**config.mk**
```make
export PLATFORM = sky130hd
export DESIGN_NAME = rr_op_sequencer
export DESIGN_NICKNAME = d
export VERILOG_FILES = /design/src/rtl/rr_op_sequencer.sv
export SDC_FILE = /design/constraint.sdc
export NUM_CORES = 1
export LEC_CHECK = 0
export CORE_MARGIN = 2
export CORE_UTILIZATION = 35
export DETAILED_ROUTE_END_ITERATION = 16
export PLACE_DENSITY = 0.67
export SETUP_SLACK_MARGIN = 0.5
export SYNTH_ARGS = -nofsm -noshare
export SYNTH_HDL_FRONTEND = slang
export SYNTH_SLANG_ARGS = --single-unit
export TNS_END_PERCENT = 5
```
**constraint.sdc**
```tcl
create_clock -name w_clock -period 1.75 [get_ports w_clock]
set_input_delay 0.35 -clock w_clock [delete_from_list [all_inputs] [get_ports w_clock]]
set_output_delay 0.35 -clock w_clock [all_outputs]
set_load 0.005 [all_outputs]
```
**src/rtl/rr_op_sequencer.sv**
```systemverilog
// Control-step sequencer for register-register instructions (fetch T0..T2, execute T3..T6).
// Defining SEQ_SINGLE_STEP_EN adds a step input that gates advancement out of T0..T6.
module rr_op_sequencer #(
  parameter int NUM_REGS = 16,
  parameter int OPC_W    = 6
) (
  input  logic                w_clock,
  input  logic                w_clear,
  input  logic                start,
`ifdef SEQ_SINGLE_STEP_EN
  input  logic                step,
`endif
  input  logic [31:0]         ir_in,
  output logic                s_PC,
  output logic                s_Zlow,
  output logic                s_Zhigh,
  output logic                s_MDR,
  output logic [NUM_REGS-1:0] s_R,
  output logic [NUM_REGS-1:0] e_R,
  output logic                e_MAR,
  output logic                e_Z,
  output logic                e_PC,
  output logic                e_MDR,
  output logic                e_IR,
  output logic                e_Y,
  output logic                e_HI,
  output logic                e_LO,
  output logic                e_alu,
  output logic                w_IncPC,
  output logic                w_read,
  output logic [OPC_W-1:0]    opcode,
  output logic                busy,
  output logic                done,
  output logic                err
);

  typedef enum logic [2:0] {IDLE, T0, T1, T2, T3, T4, T5, T6} state_t;

  typedef struct packed {
    logic                s_pc, s_zlow, s_zhigh, s_mdr;
    logic [NUM_REGS-1:0] s_r, e_r;
    logic                e_mar, e_z, e_pc, e_mdr, e_ir, e_y, e_hi, e_lo, e_alu;
    logic                w_incpc, w_read, busy, done, err;
  } ctrl_t;

  state_t state, state_n;
  ctrl_t  ctrl;

  logic [4:0] op;
  logic [3:0] ra, rb, rc;
  logic       unary, muldiv, illegal, advance;
  logic       unused_ir;

  assign op = ir_in[31:27];
  assign ra = ir_in[26:23];
  assign rb = ir_in[22:19];
  assign rc = ir_in[18:15];
  assign unused_ir = ^ir_in[14:0];

  assign unary  = (op == 5'd4) || (op == 5'd12);
  assign muldiv = (op == 5'd5) || (op == 5'd6);

  // mul/div write HI/LO, so Ra is not a used field for them; unary ops have no Rc.
  assign illegal = (op > 5'd12)
                || (32'(rb) >= NUM_REGS)
                || (!unary  && (32'(rc) >= NUM_REGS))
                || (!muldiv && (32'(ra) >= NUM_REGS));

`ifdef SEQ_SINGLE_STEP_EN
  assign advance = step;
`else
  assign advance = 1'b1;
`endif

  function automatic logic [NUM_REGS-1:0] one_hot(input logic [3:0] idx);
    return NUM_REGS'(1) << idx;
  endfunction

  always_comb begin
    // NOTE: default assignment first keeps every path assigned, so no latch is inferred.
    state_n = state;
    case (state)
      IDLE:    if (start) state_n = T0;
      T0:      state_n = T1;
      T1:      state_n = T2;
      // A bad unary instruction still visits T3 so the fault is flagged there.
      T2:      state_n = (unary && !illegal) ? T4 : T3;
      T3:      state_n = illegal ? IDLE : T4;
      T4:      state_n = T5;
      T5:      state_n = muldiv ? T6 : IDLE;
      T6:      state_n = IDLE;
      default: state_n = IDLE;
    endcase
    if (state != IDLE && !advance) state_n = state;
  end

  // Outputs are registered: computed for the state being entered.
  function automatic ctrl_t decode(input state_t st);
    ctrl_t c;
    c = '0;
    case (st)
      T0: begin c.s_pc = 1'b1; c.e_mar = 1'b1; c.w_incpc = 1'b1; c.e_z = 1'b1; end
      T1: begin c.s_zlow = 1'b1; c.e_pc = 1'b1; c.w_read = 1'b1; c.e_mdr = 1'b1; end
      T2: begin c.s_mdr = 1'b1; c.e_ir = 1'b1; end
      T3: begin
        if (illegal) c.err = 1'b1;
        else begin c.s_r = one_hot(rb); c.e_y = 1'b1; end
      end
      T4: begin
        c.s_r   = unary ? one_hot(rb) : one_hot(rc);
        c.e_z   = 1'b1;
        c.e_alu = 1'b1;
      end
      T5: begin
        c.s_zlow = 1'b1;
        if (muldiv) c.e_lo = 1'b1;
        else begin c.e_r = one_hot(ra); c.done = 1'b1; end
      end
      T6: begin c.s_zhigh = 1'b1; c.e_hi = 1'b1; c.done = 1'b1; end
      default: c = '0;
    endcase
    c.busy = (st != IDLE);
    return c;
  endfunction

  always_ff @(posedge w_clock) begin
    // NOTE: non-blocking assignments so every register samples pre-edge values.
    if (w_clear) begin
      state <= IDLE;
      ctrl  <= '0;
    end else begin
      state <= state_n;
      ctrl  <= decode(state_n);
    end
  end

  assign s_PC    = ctrl.s_pc;
  assign s_Zlow  = ctrl.s_zlow;
  assign s_Zhigh = ctrl.s_zhigh;
  assign s_MDR   = ctrl.s_mdr;
  assign s_R     = ctrl.s_r;
  assign e_R     = ctrl.e_r;
  assign e_MAR   = ctrl.e_mar;
  assign e_Z     = ctrl.e_z;
  assign e_PC    = ctrl.e_pc;
  assign e_MDR   = ctrl.e_mdr;
  assign e_IR    = ctrl.e_ir;
  assign e_Y     = ctrl.e_y;
  assign e_HI    = ctrl.e_hi;
  assign e_LO    = ctrl.e_lo;
  assign e_alu   = ctrl.e_alu;
  assign w_IncPC = ctrl.w_incpc;
  assign w_read  = ctrl.w_read;
  assign busy    = ctrl.busy;
  assign done    = ctrl.done;
  assign err     = ctrl.err;

  // Opcode follows ir_in directly, forced to zero while idle.
  assign opcode = ctrl.busy ? OPC_W'(op) : '0;

endmodule

```
==> impl_results.md, run 1 <==
- Seq/Total Area, Yosys: between 40% and 50%
- Hold WC Path Type: primary input to register
- Reg2Reg Depth: 6
- Post-synth ARST share: 0%
- Startpoint Class: primary input
- Sw Share: approximately a quarter
- Tot Pwr: about 2400 µW
- CTS max path bufs: 2
- List of most frequent post-synthesis cells: dfxtp_1, a31oi_1, nor2_1
- Root Buffer: clkbuf_8
- Clk sinks: 47
- CTS Buf Count: 5
- Initial antenna violation count: 0
- Layout area overhead: 67.9%
- Rows: 26
- XOR/XNOR Fraction of Synth Area: less than 1%
- Initial core utilization: between 30 and 40%
- Footprint of the multi-input gates: ~1000 µm²
- Port bufs: 74
- Hold path depth: 4
- Critical Path Sink Type: register
- Kind of critical path: primary input to register
- GRT Overall Usage: ~16%
- Tcrit/Tclk final: between 80% and 90%
- Setup-failing EPs final: 0
- Setup TNS: 0 ns
- Reg2Reg Setup Slack: roughly 0.34 ns
- Crit. Startpoint: ir_in[17]
- Total gr overflow: 0
- Pwr Density: 749 mW/mm²
- Reg area: around 950 µm²
- Die area: just over 0.006 mm²
- Post-Syn Area per Cell: 9.02 µm²
- Leak: around 0.0012 µW
- Fmax: around 680 MHz
- Non-Filler Instances: between 300 and 400
- First-pass GRT wire length: ~8 mm
- Vias: 1987
- Initial DRC count: between 100 and 150
- Prevailing post-synth register cell: dfxtp_1
- Routed Antenna Nets: 0
- Largest family of logic cells by synthesized area: simple AND/OR/NAND/NOR gates
- Synth top area share: between 40 and 50%
- Routed wire length: roughly 5.5 mm
- Final Skew: approximately 0.0021 ns
- Cell count after placement: approximately 360
- CORE AREA: ~0.0052 mm²
- Hold path start: ir_in[31]
- Mapped cell area: approximately 0.0019 mm²
- Seq pwr share: roughly 46%
- Power Internal: 1850 µW
- Nets: 343
- Yosys cell types: 38
- Yosys warns: 0
- Pin count of the biggest net entering global routing: 33
- Top cell type by total area after synthesis: dfxtp_1
- Adder-Cell Fraction of Synth Area: 0%
- Maximum VDD drop: between 0.4 and 0.5 mV
- TritonCTS clock tree: built
- Fin crit period: roughly 1.5 ns
- Syn Nets: 248
- Routed WL per cell: roughly 15 µm
- # DRC: 0
- Comb power frac: 14.6%
- RSZ-0062 raised after global routing: true
- Clock share of power: 39.7%
- Layout cells sized above 1: about a quarter
- Die Span X: between 70 and 80 µm
- P_sw: 566 µW
- Clock slew at reported path FFs: 0.09 ns
- Reg-to-Reg End: e_Z
- Fill cell count: ~470
- Slew Limit Fails: 0
- Crit Path Max Fanout: 6
- Max-capacitance violation count: 0
- GP Congestion: ~0.9
- Cell count after synthesis: ~210
- CTS H-tree depth: 2
- DIE HEIGHT: ~80 µm
- Compound-gate portion of the synthesized area: between 10% and 20%
- Antenna diodes: 0
- Yosys reg bits: 47
- Vias/cell: 5.24
- DP HPWL: 3.63 mm
- Synth top area cells: dfxtp_1, a31oi_1, o22ai_1, nor3_1, nand2b_1
- Worst-Skew Late Latency: around 0.30 ns
- I/O pin total: 91
- Vias in the first global route: approximately 1700
- Fin. Hold Viols: 0
- Hold endpoint: e_Y
- EDFF count, synth: 0
- Multiplexer share of the synthesized area: 0%
- R2r startpoint: state[1]
- Status: finished, final reports clean
- Worst EP arrival: 1.71 ns
- Simple-gate share of the synthesized area: between 20% and 30%
- CP Data Required Time: between 1.5 and 2 ns
- Top-count cell post-synth: dfxtp_1
- Drt first pass iters: 4
layout by cell type, fill, tap and decap left out, drive strengths merged, types with 3 or more instances in the layout:
master	n
nor2b	5
a31oi	17
nand2b	11
inv	5
o22ai	16
nand2	12
a21o	3
nor4	12
clkdlybuf4s50	56
clkbuf	8
nor3	15
buf	34
dlygate4sd2	9
nand3	3
dfxtp	47
a21oi	7
nor2	17
and2	7
registers in the layout (all words and copies together), names as in the netlist:
name / count
e_Y: 1
done: 1
w_IncPC: 1
s_Zlow: 1
e_HI: 1
state: 3
e_LO: 1
err: 1
e_IR: 1
e_R: 16
e_Z: 1
busy: 1
e_alu: 1
e_PC: 1
s_R: 16
timing repair:
action,4_1_cts,5_1_grt
endpoints found under the setup margin,98,96
cloned,0,3
hold buffers,0,0
setup buffers,0,6
gates resized for setup,38,44
pin swaps,3,7
stage by stage:
stage / hold WS, ns / setup WS [ns] / util, % / area (µm²)
2_1_floorplan: 0.427 / 0.291 / - / 1920
3_3_place_gp: 0.609 / -0.332 / 54.4 / 2830
3_5_place_dp: 0.615 / -0.357 / 54.4 / 2830
4_1_cts: 0.544 / 0.259 / 57.1 / 2970
5_1_grt: 0.480 / 0.158 / 61.9 / 3220
6_report: 0.489 / 0.271 / 61.9 / 3220
how the worst max path moves through the flow:
stage / cells past startpoint / to / slack, ns
after floorplan: 5 / e_Z / 0.29
after global placement: 6 / s_R[9] / -0.33
after detailed placement: 6 / s_R[9] / -0.36
after CTS: 1 / s_R[11] / 0.26
after global routing: 6 / s_R[8] / 0.16
final: 6 / s_R[8] / 0.27
per-layer routing:
layer / vias up / routed length (µm) / GRT usage, %
met2: 87 / 2850 / 27.9
met3: 15 / 348 / 4.48
met4: 0 / 172 / 5.61
met1: 911 / 2130 / 19.8
li1: 974 / - / -
met5: - / 0 / 0
layout make-up:
class | count | area share, %
Timing Repair Buffer | 104 | 31.9
Tap cell | 70 | 2.72
Inverter | 4 | 0.466
Sequential cell | 47 | 29.6
Clock inverter | 3 | 2.21
Multi-Input combinational cell | 146 | 31.0
Clock buffer | 5 | 2.13
worst max-delay path: stages:
cell,delay [ns]
clkdlybuf4s50_1,0.41
buf_4,0.16
nand2b_1,0.22
nor4_1,0.32
a31oi_1,0.10
o22ai_1,0.15
power groups by stage:
stage	Sequential [µW]	Combinational [µW]	Clock (µW)
after floorplan	1120	138	0
after global placement	1130	296	0
after detailed placement	1130	299	0
after CTS	1110	286	975
after global routing	1110	381	1030
final	1100	352	959
cell families after synthesis:
logic type / Yosys count
AND/OR/NAND/NOR: 94
buffers and inverters: 20
XOR/XNOR: 2
flip-flops: 47
AO/OA/AOI/OAI: 49
other: 1
No activity file was read; power rests on OpenSTA's default activity.
==> inputs of run 2 (changes only) <==
clock period = 1.5 ns   (was 1.75 ns; I/O delays follow)
==> impl_results.md, run 2 (same netlist as run 1, synthesis figures left out) <==
- Status: finished, final reports clean (unchanged)
- Worst EP arrival: 1.01 ns (was 1.71 ns)
- Vias/cell: 5.16 (was 5.24)
- Layout cells sized above 1: 30.5% (was 24.3%)
- Most common cell after layout, fill and taps aside: dlygate4sd2_1 (was clkdlybuf4s50_1)
- Rows: 26 (unchanged)
- Routed WL per cell: 14.2 µm (was 14.5 µm)
- DIE HEIGHT: 78.1 µm (unchanged)
- # DRC: 0 (unchanged)
- Pin count of the biggest net entering global routing: 17 (was 33)
- First-pass GRT wire length: 9.27 mm (was 7.97 mm)
- Initial core utilization: 36.9% (unchanged)
- Setup-failing EPs final: 0 (unchanged)
- CORE AREA: 0.00520 mm² (unchanged)
- Critical path destination: opcode[4] (was s_R[8])
- Non-Filler Instances: 395 (was 379)
- Kind of critical path: register to primary output (was primary input to register)
- Vias: 2038 (was 1987)
- Total gr overflow: 0 (unchanged)
- Crit Path Max Fanout: 4 (was 6)
- Crit. Startpoint: busy (was ir_in[17])
- Maximum VDD drop: 0.474 mV (was 0.439 mV)
- Cell area after layout: 0.00323 mm² (was 0.00322 mm²)
- Fmax: 760 MHz
- CP Data Required Time: 1.20 ns (was 1.98 ns)
- Final Skew: 0.00582 ns (was 0.00212 ns)
- Initial DRC count: 107 (was 103)
- Layout area overhead: 68.1% (was 67.9%)
- Worst-Skew Late Latency: 0.29 ns (was 0.30 ns)
- Antenna diodes: 0 (unchanged)
- Leak: 0.00146 µW (was 0.00123 µW)
- Clk sinks: 47 (unchanged)
- Crit-path cells: buf_6 -> and2_4 -> buf_6 (was clkdlybuf4s50_1 -> buf_4 -> nand2b_1 -> nor4_1 -> a31oi_1 -> o22ai_1)
- Placement Setup Slack: -0.606 ns (was -0.357 ns)
- Fill cell count: 481 (was 468)
- RSZ-0062 raised after global routing: true (unchanged)
- Routed Antenna Nets: 0 (unchanged)
- Vias in the first global route: 1974 (was 1726)
- Drt first pass iters: 4 (unchanged)
- Routed wire length: 5.60 mm (was 5.50 mm)
- Fin crit period: about 1.3 ns
- Port bufs: 74 (unchanged)
- GRT Overall Usage: 19.1% (was 16.3%)
- Reg-to-Reg End: e_Z (unchanged)
- Critical path's slowest cell: dfxtp_2 (was clkdlybuf4s50_1)
- CTS H-tree depth: 2 (unchanged)
- Startpoint Class: register (was primary input)
- Crit-path max cell delay: 0.35 ns (was 0.41 ns)
- Root Buffer: clkbuf_8 (unchanged)
- Nets: 359 (was 343)
- Initial antenna violation count: 0 (unchanged)
- Pwr Density: 817 mW/mm² (was 749 mW/mm²)
- GP Congestion: 0.919 (was 0.900)
- TritonCTS clock tree: built (unchanged)
- Die area: 0.00610 mm² (unchanged)
- Clock slew at reported path FFs: 0.09 ns (about the same)
- Most frequent cells in the layout: dlygate4sd2_1, buf_4, dfxtp_1 (was clkdlybuf4s50_1, dfxtp_1, buf_4)
- Setup ws final: 0.185 ns (was 0.271 ns)
- Reg2Reg Setup Slack: 0.19 ns (was 0.34 ns)
- Worst path most repeated cell: buf_6
- Slew Limit Fails: 0 (unchanged)
- Tcrit/Tclk final: 87.7%
- DP HPWL: 3.97 mm (was 3.63 mm)
- CTS max path bufs: 2 (unchanged)
- Die Span X: 78.1 µm (unchanged)
- Placement Cell Area: 0.00292 mm² (was 0.00283 mm²)
- I/O pin total: 91 (unchanged)
- R2r startpoint: state[0] (was state[1])
- Max-capacitance violation count: 0 (unchanged)
- Critical Path Sink Type: primary output (was register)
- Reg2Reg Depth: 5 (was 6)
- CTS Buf Count: 5 (unchanged)
- Cell count after placement: 376 (was 362)
- Fin. Hold Viols: 0 (unchanged)
- Hold WC Path Type: primary input to register (unchanged)
-- run 2: cell count changes in the layout (fill, tap and decap cells not counted), moves of 5 or more --
cell             before  now
buf_4                21   38
buf_6                 5   11
clkdlybuf4s50_1      56   13
dfxtp_1              40   35
dfxtp_2               5   10
dlygate4sd2_1         9   52
-- run 2: cell type report --
| cell class | count | area (µm²) | area share [%] |
|---|---|---|---|
| multi-input combinational | 146 | 1020 | 31.6 |
| timing repair buffer | 120 | 1030 | 31.9 |
| clock buffer | 5 | 68.8 | 2.13 |
| tap | 70 | 87.6 | 2.71 |
| inverter | 4 | 15.0 | 0.465 |
| clock inverter | 3 | 46.3 | 1.43 |
| sequential | 47 | 961 | 29.8 |
-- run 2: power breakdown --
| part | leakage, µW | internal (µW) | switching, µW |
|---|---|---|---|
| combinational | 0.00102 | 221 | 196 |
| clock | 0.0000548 | 502 | 422 |
| sequential | 0.000386 | 1270 | 26.6 |
-- run 2: repair_timing --
item / in CTS / in global routing
setup buffers: 8 / 1
pin swaps: 8 / 3
hold buffers: 0 / 0
gates resized for setup: 124 / 15
cloned: 2 / 0
setup endpoints to repair: 99 / 97
-- run 2: worst min-delay path by stage --
stage | startpoint | to | depth (start not counted)
after floorplan | ir_in[26] | e_R[0] | 1
after global placement | state[1] | e_HI | 2
after detailed placement | state[1] | e_IR | 2
after CTS | ir_in[28] | e_HI | 4
after global routing | ir_in[28] | e_HI | 4
final | ir_in[28] | e_HI | 4
-- run 2: metal layers --
layer	GRT usage (%)	part of all wire [%]	vias to the layer above
li1	-	-	1000
met1	20.9	38	939
met2	35.6	54	86
met3	4.37	6.4	13
met4	7.02	2.0	0
met5	0	0	-
-- run 2: through the flow --
stage | hold slack [ns] | utilization [%] | setup TNS (ns) | total power [µW]
global route | 0.499 | 62.0 | 0 | 2760
global placement | 0.600 | 56.1 | -20.43 | 1700
floorplan | 0.377 | - | 0 | 1470
detailed placement | 0.604 | 56.1 | -21.49 | 1700
finish | 0.464 | 62.0 | 0 | 2640
CTS | 0.443 | 60.2 | 0 | 2640
-- run 2: worst max-delay path: cells and delay by family (launching register included) --
| family | cells | cell delay [ns] |
|---|---|---|
| flops | 1 | 0.35 |
| simple gates | 1 | 0.15 |
| buf+inv | 2 | 0.22 |
